**src/rtl/mdio_responder_if.sv**
```systemverilog
// MDIO pin bundle between a station-management master and the PHY-side responder.
// The master owns MDC and the resolved MDIO line; the responder drives MDIO through mdio_oe.
interface mdio_responder_if;
    logic mdc_in;
    logic mdio_in;
    logic mdio_out;
    logic mdio_oe;

    modport slave (
        input  mdc_in,
        input  mdio_in,
        output mdio_out,
        output mdio_oe
    );

    modport master (
        output mdc_in,
        output mdio_in,
        input  mdio_out,
        input  mdio_oe
    );
endinterface

```
**src/rtl/mdio_responder.sv**
```systemverilog
// Clause-22 MDIO target modelled on the KSZ9021/KSZ9031 management port.
// MDC/MDIO are oversampled on clock; frames are decoded into a 32x16 register file.
module mdio_responder #(
    parameter logic [4:0]  PHY_ADDR     = 5'h00,
    parameter logic [15:0] ID1          = 16'h0022,
    parameter logic [15:0] ID2          = 16'h1611,
    parameter logic [15:0] CTRL_DEFAULT = 16'h1140,
    parameter int unsigned PRE_LEN      = 32
) (
    input  logic                   clock,
    input  logic                   reset,
    mdio_responder_if.slave        mdio,
    input  logic [15:0]            status_in,
    input  logic [15:0]            phyctl_in,
    input  logic [15:0]            ext_rd_data,
    output logic                   ext_wr,
    output logic                   ext_rd,
    output logic [8:0]             ext_addr,
    output logic [15:0]            ext_wr_data,
    output logic                   reg_wr,
    output logic [4:0]             reg_addr,
    output logic [15:0]            reg_wr_data,
    output logic                   frame_err
);
    localparam int unsigned     CntW   = $clog2(PRE_LEN + 1);
    localparam logic [CntW-1:0] PreMax = CntW'(PRE_LEN);

    typedef enum logic [3:0] {
        StPre, StSt, StOp, StPhy, StReg, StRdTa, StRdData, StRdEnd, StWrTa, StWrData
    } state_e;

    state_e          r_state;
    logic            r_mdc_s1, r_mdc_s2, r_mdc_d, r_mdio_s1, r_mdio_s2;
    logic [CntW-1:0] r_pre_cnt;
    logic [3:0]      r_bit_cnt;
    logic [14:0]     r_shift;
    logic            r_is_read;
    logic [4:0]      r_regad;
    logic [15:0]     r_rd_word;
    logic [15:0]     r_regs [32];
    logic            r_oe, r_out;
    logic            r_reg_wr, r_ext_wr, r_ext_rd, r_frame_err;
    logic [4:0]      r_reg_addr;
    logic [15:0]     r_reg_wr_data, r_ext_wr_data;

    logic            w_rise, w_fall, w_bit, w_ro;
    logic [15:0]     w_shift_in, w_rd_mux;

    assign w_rise     = r_mdc_s2 & ~r_mdc_d;
    assign w_fall     = ~r_mdc_s2 & r_mdc_d;
    assign w_bit      = r_mdio_s2;
    assign w_shift_in = {r_shift, w_bit};
    assign w_ro       = (r_regad == 5'h01) || (r_regad == 5'h02) || (r_regad == 5'h03) ||
                        (r_regad == 5'h1F);

    // Read word selected by the REGAD field that completes on this rise.
    always_comb begin
        w_rd_mux = r_regs[w_shift_in[4:0]];
        unique case (w_shift_in[4:0])
            5'h00:   w_rd_mux = {1'b0, r_regs[0][14:0]};
            5'h01:   w_rd_mux = status_in;
            5'h02:   w_rd_mux = ID1;
            5'h03:   w_rd_mux = ID2;
            5'h0D:   w_rd_mux = ext_rd_data;
            5'h1F:   w_rd_mux = phyctl_in;
            default: w_rd_mux = r_regs[w_shift_in[4:0]];
        endcase
    end

    always_ff @(posedge clock) begin
        if (reset) begin
            r_mdc_s1      <= 1'b0;
            r_mdc_s2      <= 1'b0;
            r_mdc_d       <= 1'b0;
            r_mdio_s1     <= 1'b0;
            r_mdio_s2     <= 1'b0;
            r_state       <= StPre;
            r_pre_cnt     <= '0;
            r_bit_cnt     <= '0;
            r_shift       <= '0;
            r_is_read     <= 1'b0;
            r_regad       <= '0;
            r_rd_word     <= '0;
            r_oe          <= 1'b0;
            r_out         <= 1'b0;
            r_reg_wr      <= 1'b0;
            r_ext_wr      <= 1'b0;
            r_ext_rd      <= 1'b0;
            r_frame_err   <= 1'b0;
            r_reg_addr    <= '0;
            r_reg_wr_data <= '0;
            r_ext_wr_data <= '0;
            for (int i = 0; i < 32; i++) r_regs[i] <= (i == 0) ? CTRL_DEFAULT : 16'h0000;
        end else begin
            r_mdc_s1    <= mdio.mdc_in;
            r_mdc_s2    <= r_mdc_s1;
            r_mdc_d     <= r_mdc_s2;
            r_mdio_s1   <= mdio.mdio_in;
            r_mdio_s2   <= r_mdio_s1;
            r_reg_wr    <= 1'b0;
            r_ext_wr    <= 1'b0;
            r_ext_rd    <= 1'b0;
            r_frame_err <= 1'b0;
            if (w_rise) r_shift <= w_shift_in[14:0];

            unique case (r_state)
                StPre: if (w_rise) begin
                    if (w_bit) begin
                        if (r_pre_cnt != PreMax) r_pre_cnt <= r_pre_cnt + 1'b1;
                    end else begin
                        // This 0 is the first ST bit once enough preamble has been seen.
                        r_pre_cnt <= '0;
                        if (r_pre_cnt == PreMax) r_state <= StSt;
                    end
                end
                StSt: if (w_rise) begin
                    r_bit_cnt <= '0;
                    if (w_bit) begin
                        r_state <= StOp;
                    end else begin
                        r_frame_err <= 1'b1;
                        r_state     <= StPre;
                    end
                end
                StOp: if (w_rise) begin
                    if (r_bit_cnt == 4'd0) begin
                        r_bit_cnt <= 4'd1;
                    end else begin
                        r_bit_cnt <= '0;
                        r_is_read <= (w_shift_in[1:0] == 2'b10);
                        if (w_shift_in[1] != w_shift_in[0]) begin
                            r_state <= StPhy;
                        end else begin
                            r_frame_err <= 1'b1;
                            r_state     <= StPre;
                        end
                    end
                end
                StPhy: if (w_rise) begin
                    if (r_bit_cnt != 4'd4) begin
                        r_bit_cnt <= r_bit_cnt + 1'b1;
                    end else begin
                        r_bit_cnt <= '0;
                        if (w_shift_in[4:0] == PHY_ADDR) r_state <= StReg;
                        else r_state <= StPre;
                    end
                end
                StReg: if (w_rise) begin
                    if (r_bit_cnt != 4'd4) begin
                        r_bit_cnt <= r_bit_cnt + 1'b1;
                    end else begin
                        r_bit_cnt <= '0;
                        r_regad   <= w_shift_in[4:0];
                        r_rd_word <= w_rd_mux;
                        if (r_is_read) r_state <= StRdTa;
                        else r_state <= StWrTa;
                    end
                end
                StRdTa: if (w_rise) begin
                    r_oe    <= 1'b1;
                    r_out   <= 1'b0;
                    r_state <= StRdData;
                end
                StRdData: if (w_rise) begin
                    r_out     <= r_rd_word[15];
                    r_rd_word <= {r_rd_word[14:0], 1'b0};
                    r_bit_cnt <= r_bit_cnt + 1'b1;
                    if (r_bit_cnt == 4'd15) r_state <= StRdEnd;
                end
                StRdEnd: if (w_fall) begin
                    r_oe    <= 1'b0;
                    r_out   <= 1'b0;
                    r_state <= StPre;
                end
                StWrTa: if (w_rise) begin
                    if (r_bit_cnt == 4'd0 && w_bit) begin
                        r_bit_cnt <= 4'd1;
                    end else if (r_bit_cnt != 4'd0 && !w_bit) begin
                        r_bit_cnt <= '0;
                        r_state   <= StWrData;
                    end else begin
                        r_bit_cnt   <= '0;
                        r_frame_err <= 1'b1;
                        r_state     <= StPre;
                    end
                end
                StWrData: if (w_rise) begin
                    r_bit_cnt <= r_bit_cnt + 1'b1;
                    if (r_bit_cnt == 4'd15) begin
                        r_state       <= StPre;
                        r_reg_wr      <= 1'b1;
                        r_reg_addr    <= r_regad;
                        r_reg_wr_data <= w_shift_in;
                        if (r_regad == 5'h00 && w_shift_in[15]) begin
                            for (int i = 0; i < 32; i++) begin
                                r_regs[i] <= (i == 0) ? CTRL_DEFAULT : 16'h0000;
                            end
                        end else if (!w_ro) begin
                            r_regs[r_regad] <= w_shift_in;
                            if (r_regad == 5'h0B && !w_shift_in[15]) r_ext_rd <= 1'b1;
                            if (r_regad == 5'h0C && r_regs[11][15]) begin
                                r_ext_wr      <= 1'b1;
                                r_ext_wr_data <= w_shift_in;
                            end
                        end
                    end
                end
                default: r_state <= StPre;
            endcase
        end
    end

    assign mdio.mdio_oe  = r_oe;
    assign mdio.mdio_out = r_out;
    assign ext_wr        = r_ext_wr;
    assign ext_rd        = r_ext_rd;
    assign ext_addr      = r_regs[11][8:0];
    assign ext_wr_data   = r_ext_wr_data;
    assign reg_wr        = r_reg_wr;
    assign reg_addr      = r_reg_addr;
    assign reg_wr_data   = r_reg_wr_data;
    assign frame_err     = r_frame_err;
endmodule

```
**src/flat_wrapper.sv**
```systemverilog
// flat-port wrapper written by rule: the top's interface ports become plain ports
module mdio_responder_flat 
#(
    parameter logic [4:0]  PHY_ADDR     = 5'h00,
    parameter logic [15:0] ID1          = 16'h0022,
    parameter logic [15:0] ID2          = 16'h1611,
    parameter logic [15:0] CTRL_DEFAULT = 16'h1140,
    parameter int unsigned PRE_LEN      = 32
)
  (clock, reset, status_in, phyctl_in, ext_rd_data, ext_wr, ext_rd, ext_addr, ext_wr_data, reg_wr, reg_addr, reg_wr_data, frame_err, mdio_mdc_in, mdio_mdio_in, mdio_mdio_out, mdio_mdio_oe);
  mdio_responder_if mdio_i ();
  input  logic clock;
  input  logic reset;
  input  logic [15:0] status_in;
  input  logic [15:0] phyctl_in;
  input  logic [15:0] ext_rd_data;
  output logic ext_wr;
  output logic ext_rd;
  output logic [8:0] ext_addr;
  output logic [15:0] ext_wr_data;
  output logic reg_wr;
  output logic [4:0] reg_addr;
  output logic [15:0] reg_wr_data;
  output logic frame_err;
  input wire logic [$bits(mdio_i.mdc_in)-1:0] mdio_mdc_in;
  input wire logic [$bits(mdio_i.mdio_in)-1:0] mdio_mdio_in;
  output wire logic [$bits(mdio_i.mdio_out)-1:0] mdio_mdio_out;
  output wire logic [$bits(mdio_i.mdio_oe)-1:0] mdio_mdio_oe;
  assign mdio_i.mdc_in = mdio_mdc_in;
  assign mdio_i.mdio_in = mdio_mdio_in;
  assign mdio_mdio_out = mdio_i.mdio_out;
  assign mdio_mdio_oe = mdio_i.mdio_oe;
  mdio_responder #(.PHY_ADDR(PHY_ADDR), .ID1(ID1), .ID2(ID2), .CTRL_DEFAULT(CTRL_DEFAULT), .PRE_LEN(PRE_LEN)) u_core (.clock(clock), .reset(reset), .mdio(mdio_i), .status_in(status_in), .phyctl_in(phyctl_in), .ext_rd_data(ext_rd_data), .ext_wr(ext_wr), .ext_rd(ext_rd), .ext_addr(ext_addr), .ext_wr_data(ext_wr_data), .reg_wr(reg_wr), .reg_addr(reg_addr), .reg_wr_data(reg_wr_data), .frame_err(frame_err));
endmodule
```
**config.mk**
```make
export PLATFORM = sky130hd
export DESIGN_NAME = mdio_responder_flat
export DESIGN_NICKNAME = d
export VERILOG_FILES = /design/src/rtl/mdio_responder_if.sv /design/src/rtl/mdio_responder.sv /design/src/flat_wrapper.sv
export SDC_FILE = /design/constraint.sdc
export NUM_CORES = 1
export LEC_CHECK = 0
export ABC_AREA = 1
export CAP_MARGIN = 10
export CELL_PAD_IN_SITES_DETAIL_PLACEMENT = 0
export CELL_PAD_IN_SITES_GLOBAL_PLACEMENT = 1
export CORE_ASPECT_RATIO = 1.1
export CORE_MARGIN = 2
export CORE_UTILIZATION = 40
export CTS_CLUSTER_DIAMETER = 50
export DETAILED_ROUTE_END_ITERATION = 16
export PLACE_DENSITY_LB_ADDON = 0.1
export SETUP_SLACK_MARGIN = 0.2
export SLEW_MARGIN = 20
export SYNTH_ARGS = -nofsm -noshare
export SYNTH_HDL_FRONTEND = slang
export SYNTH_SLANG_ARGS = --single-unit
```
**constraint.sdc**
```tcl
create_clock -name clock -period 4.8 [get_ports clock]
set_input_delay 0.72 -clock clock [delete_from_list [all_inputs] [get_ports clock]]
set_output_delay 0.72 -clock clock [all_outputs]
set_load 0.01 [all_outputs]
```
==> flow_summary_export.csv <==
group,metric,value,unit
yosys,synth_ff_type,"edfxtp_1",
setup_path,path_max_fanout,28,
yosys,syn_inst,3166,
yosys,ys_types,39,
power_and_ir_drop,powerDensity,390.3,nW/um^2
sta,hold_violations,0,
route,dr.pass1.iters,5,
cts,clock_path_buffers,3,
global_routing,grt_pass1_wl,137.6,mm
hold_path,hold_path.class,"flop to flop",
global_routing,antenna_found_initial,1,
cts,clk_root_buffer_cell,"clkbuf_16",
finish,fin_nets,3298,
yosys,seq_area_frac_synth,0.6096,
placed_design,dp_hpwl,59.52,mm
sta,finalClockSkew,0.02398,ns
die,fp.dieW,258.4,um
route,drc,0,
yosys,synth-edff-count,512,
route,via_count,21794,
cts,hold_buffers,0,
run,cap_violations,0,
setup_path,r2r_slack,1.67,ns
hold_path,min_from,"u_core.r_mdio_s1",
power_and_ir_drop,switchingPower,3.142,mW
power_and_ir_drop,ir_drop,0.2899,mV
setup_path,cp.arrival,3.38,ns
die,core_area,70450,um^2
sta,max_slew.worst_pin.slew,1.080,ns
power_and_ir_drop,sequentialPowerShare,0.472,
yosys,synthArstFlopShare,0,
cts,cts_sinks,611,
setup_path,r2r-end,"u_core.r_regs[20][5]",
power_and_ir_drop,comb_power_share,0.076,
sta,max_freq,319.1,MHz
sta,fin_setup_tns,0,ns
global_routing,grt_pass1_vias,20814,
die,start_util,0.4041,
cts,cts_setup_buffers,0,
cts,htree_levels,3,
sta,finalCritPeriodShare,0.6529,
setup_path,crit_path_end_kind,"flop",
sta,fin_crit,3.134,ns
yosys,synth_area_leaders,"edfxtp_1 (54%), nand2_1 (10%), nor2_1 (8.6%)",
route,wl,93.63,mm
power_and_ir_drop,p_int,9.695,mW
global_routing,grt_overflow_total,0,
yosys,synth_warnings,0,
yosys,syn_area,28470,um^2
cts,cts_buffers,77,
placed_design,postPlaceCellArea,30320,um^2
global_routing,grt_max_degree,136,
hold_path,hold_path_end,"u_core.r_mdio_s2",
yosys,yosysTopAreaCell,"edfxtp_1",
sta,grt_setup_unrepaired,"false",
setup_path,reg2reg_from,"u_core.r_regad[0]",
cts,cts_tree,"built",
placed_design,gp_congestion,0.8612,
finish,fin_area,32890,um^2
yosys,synth_top_area_frac,0.5400,
finish,drive_above_1_share,0.07426,
finish,postLayoutCoreUtil,0.4669,
placed_design,io_buffers,103,
power_and_ir_drop,swShare,0.2447,
cts,path_clk_slew,0.06,ns
setup_path,rr_worst_depth,7,
route,viasPerCell,5.146,
cts,cts_resized,0,
sta,slew_headroom,0.2793,
route,avgRoutedWirePerCell,22.11,um
hold_path,hold_depth,2,
route,drt_iter0_drc,2360,
outcome,status,"complete, no violations",
die,io-pin-count,104,
die,core.rowCount,102,
setup_path,worst_ep_required_time,5.05,ns
die,die_h,283.8,um
yosys,synth_area_per_cell,8.993,um^2
sta,slew_violations,0,
finish,fillers,6874,
die,dieArea,73330,um^2
power_and_ir_drop,p_leak,13.22,nW
sta,finalSetupViolCount,0,
setup_path,critPathLaunchType,"flop",
route,final_antenna_net_count,0,
global_routing,grt_usage,0.2546,
cts,clkLatencyLatePin,0.62,ns
finish,synthToLayoutAreaGrowth,15.52,%
setup_path,critical_path_class,"flop to flop",
yosys,ys_ff_latch,611,
finish,diodes,0,
power_and_ir_drop,clock_power_share,0.453,
==> power by group through the flow <==
stage	clock network [mW]	logic, mW	registers (mW)
finish	5.81	0.970	6.06
global route	6.12	1.06	6.08
CTS	5.89	0.968	6.06
detailed placement	0	0.964	6.17
global placement	0	0.961	6.16
floorplan	0	0.564	6.12
==> stage by stage <==
stage / total power [mW] / std cells / setup slack [ns] / hold WS (ns)
6_report: 12.84 / 4235 / 1.666 / 0.4049
5_1_grt: 13.26 / 4235 / 1.452 / 0.4449
4_1_cts: 12.92 / 4235 / 1.641 / 0.4113
3_5_place_dp: 7.131 / 4093 / 1.197 / 0.4040
3_3_place_gp: 7.125 / 4093 / 1.241 / 0.3872
2_1_floorplan: 6.687 / 3230 / 1.316 / 0.3883
==> Yosys cell counts, drive strengths merged, types with 2 or more instances <==
cell type and number:
a211oi 9, a21boi 2, a21oi 155, buf 66, clkbuf 154, clkinv 2
dfxtp 99, edfxtp 512, ha 10, inv 261, nand2 791, nand3 208
nand4 4, nor2 671, nor3 22, nor4 3, o211ai 4, o21a 2
o21ai 163, o2bb2ai 9, or2 12
==> kinds of logic (layout without fill, tap and decap cells) <==
group,after synthesis,count (layout),synth area share
AND/OR/NAND/NOR,1713,1713,0.2510
flip-flops,611,611,0.6096
buffers and inverters,483,552,0.07036
AO/OA/AOI/OAI,348,348,0.06447
adder cells (fa/ha/maj),10,10,0.004395
other,1,65,0.0001317
==> worst max path at each step <==
stage	from	endpoint	slack [ns]	depth (start not counted)
4_1_cts	u_core.r_bit_cnt[0]	u_core.r_regs[28][9]	1.64	9
3_3_place_gp	reset	u_core.r_regs[6][7]	1.24	7
3_5_place_dp	reset	u_core.r_regs[28][9]	1.20	6
5_1_grt	u_core.r_bit_cnt[0]	u_core.r_regs[28][5]	1.45	9
2_1_floorplan	u_core.r_bit_cnt[0]	u_core.r_regs[0][0]	1.32	8
6_report	u_core.r_regad[0]	u_core.r_regs[20][5]	1.67	7
==> registers in the layout, summed over array words and instances (netlist names), 4 cells and up <==
signal and flops:
u_core.r_regs 512, u_core.ext_wr_data 16, u_core.r_rd_word 16, u_core.reg_wr_data 16, u_core.r_shift 15, u_core.r_pre_cnt 6
u_core.r_regad 5, u_core.reg_addr 5, u_core.r_bit_cnt 4, u_core.r_state 4
==> critical path, stage by stage (launching register included) <==
cell and delay, ns:
dfxtp_1 0.40, nor2_8 0.45, nand3_1 0.35, o21ai_1 0.22
buf_4 0.30, inv_2 0.05, buf_4 0.33, nand2_1 0.63
==> routing by layer <==
metal | GRT usage | share of wire | up-vias
met5 | 0 | 0.000096 | -
met4 | 0.07023 | 0.023 | 2
met3 | 0.02831 | 0.062 | 129
met2 | 0.4150 | 0.47 | 743
met1 | 0.3597 | 0.44 | 10571
li1 | - | - | 10349
==> final cells by class <==
type | count | area, um^2 | area share
repair buffers | 147 | 1411 | 0.04291
multi-input cells | 2136 | 9374 | 0.2850
clock inverters | 46 | 466.7 | 0.01419
well taps | 936 | 1171 | 0.03561
clock buffers | 96 | 2103 | 0.06395
inverters | 263 | 999.7 | 0.03040
flip-flops and latches | 611 | 17360 | 0.5279
==> cell usage in the layout, fill, tap and decap left out, types with 11 or more instances in the layout <==
cell type and count:
o21ai_0 159, clkdlybuf4s50_1 103, a21oi_1 155, conb_1 65
edfxtp_1 512, clkbuf_1 13, nand2_4 29, or2_2 12
nor2_2 13, buf_4 40, nand2_1 760, clkinv_1 11
clkbuf_16 81, dfxtp_1 97, nor2_1 648, nor3_1 17
nand3_1 208, inv_1 254
(Power assumes the default switching activity.)
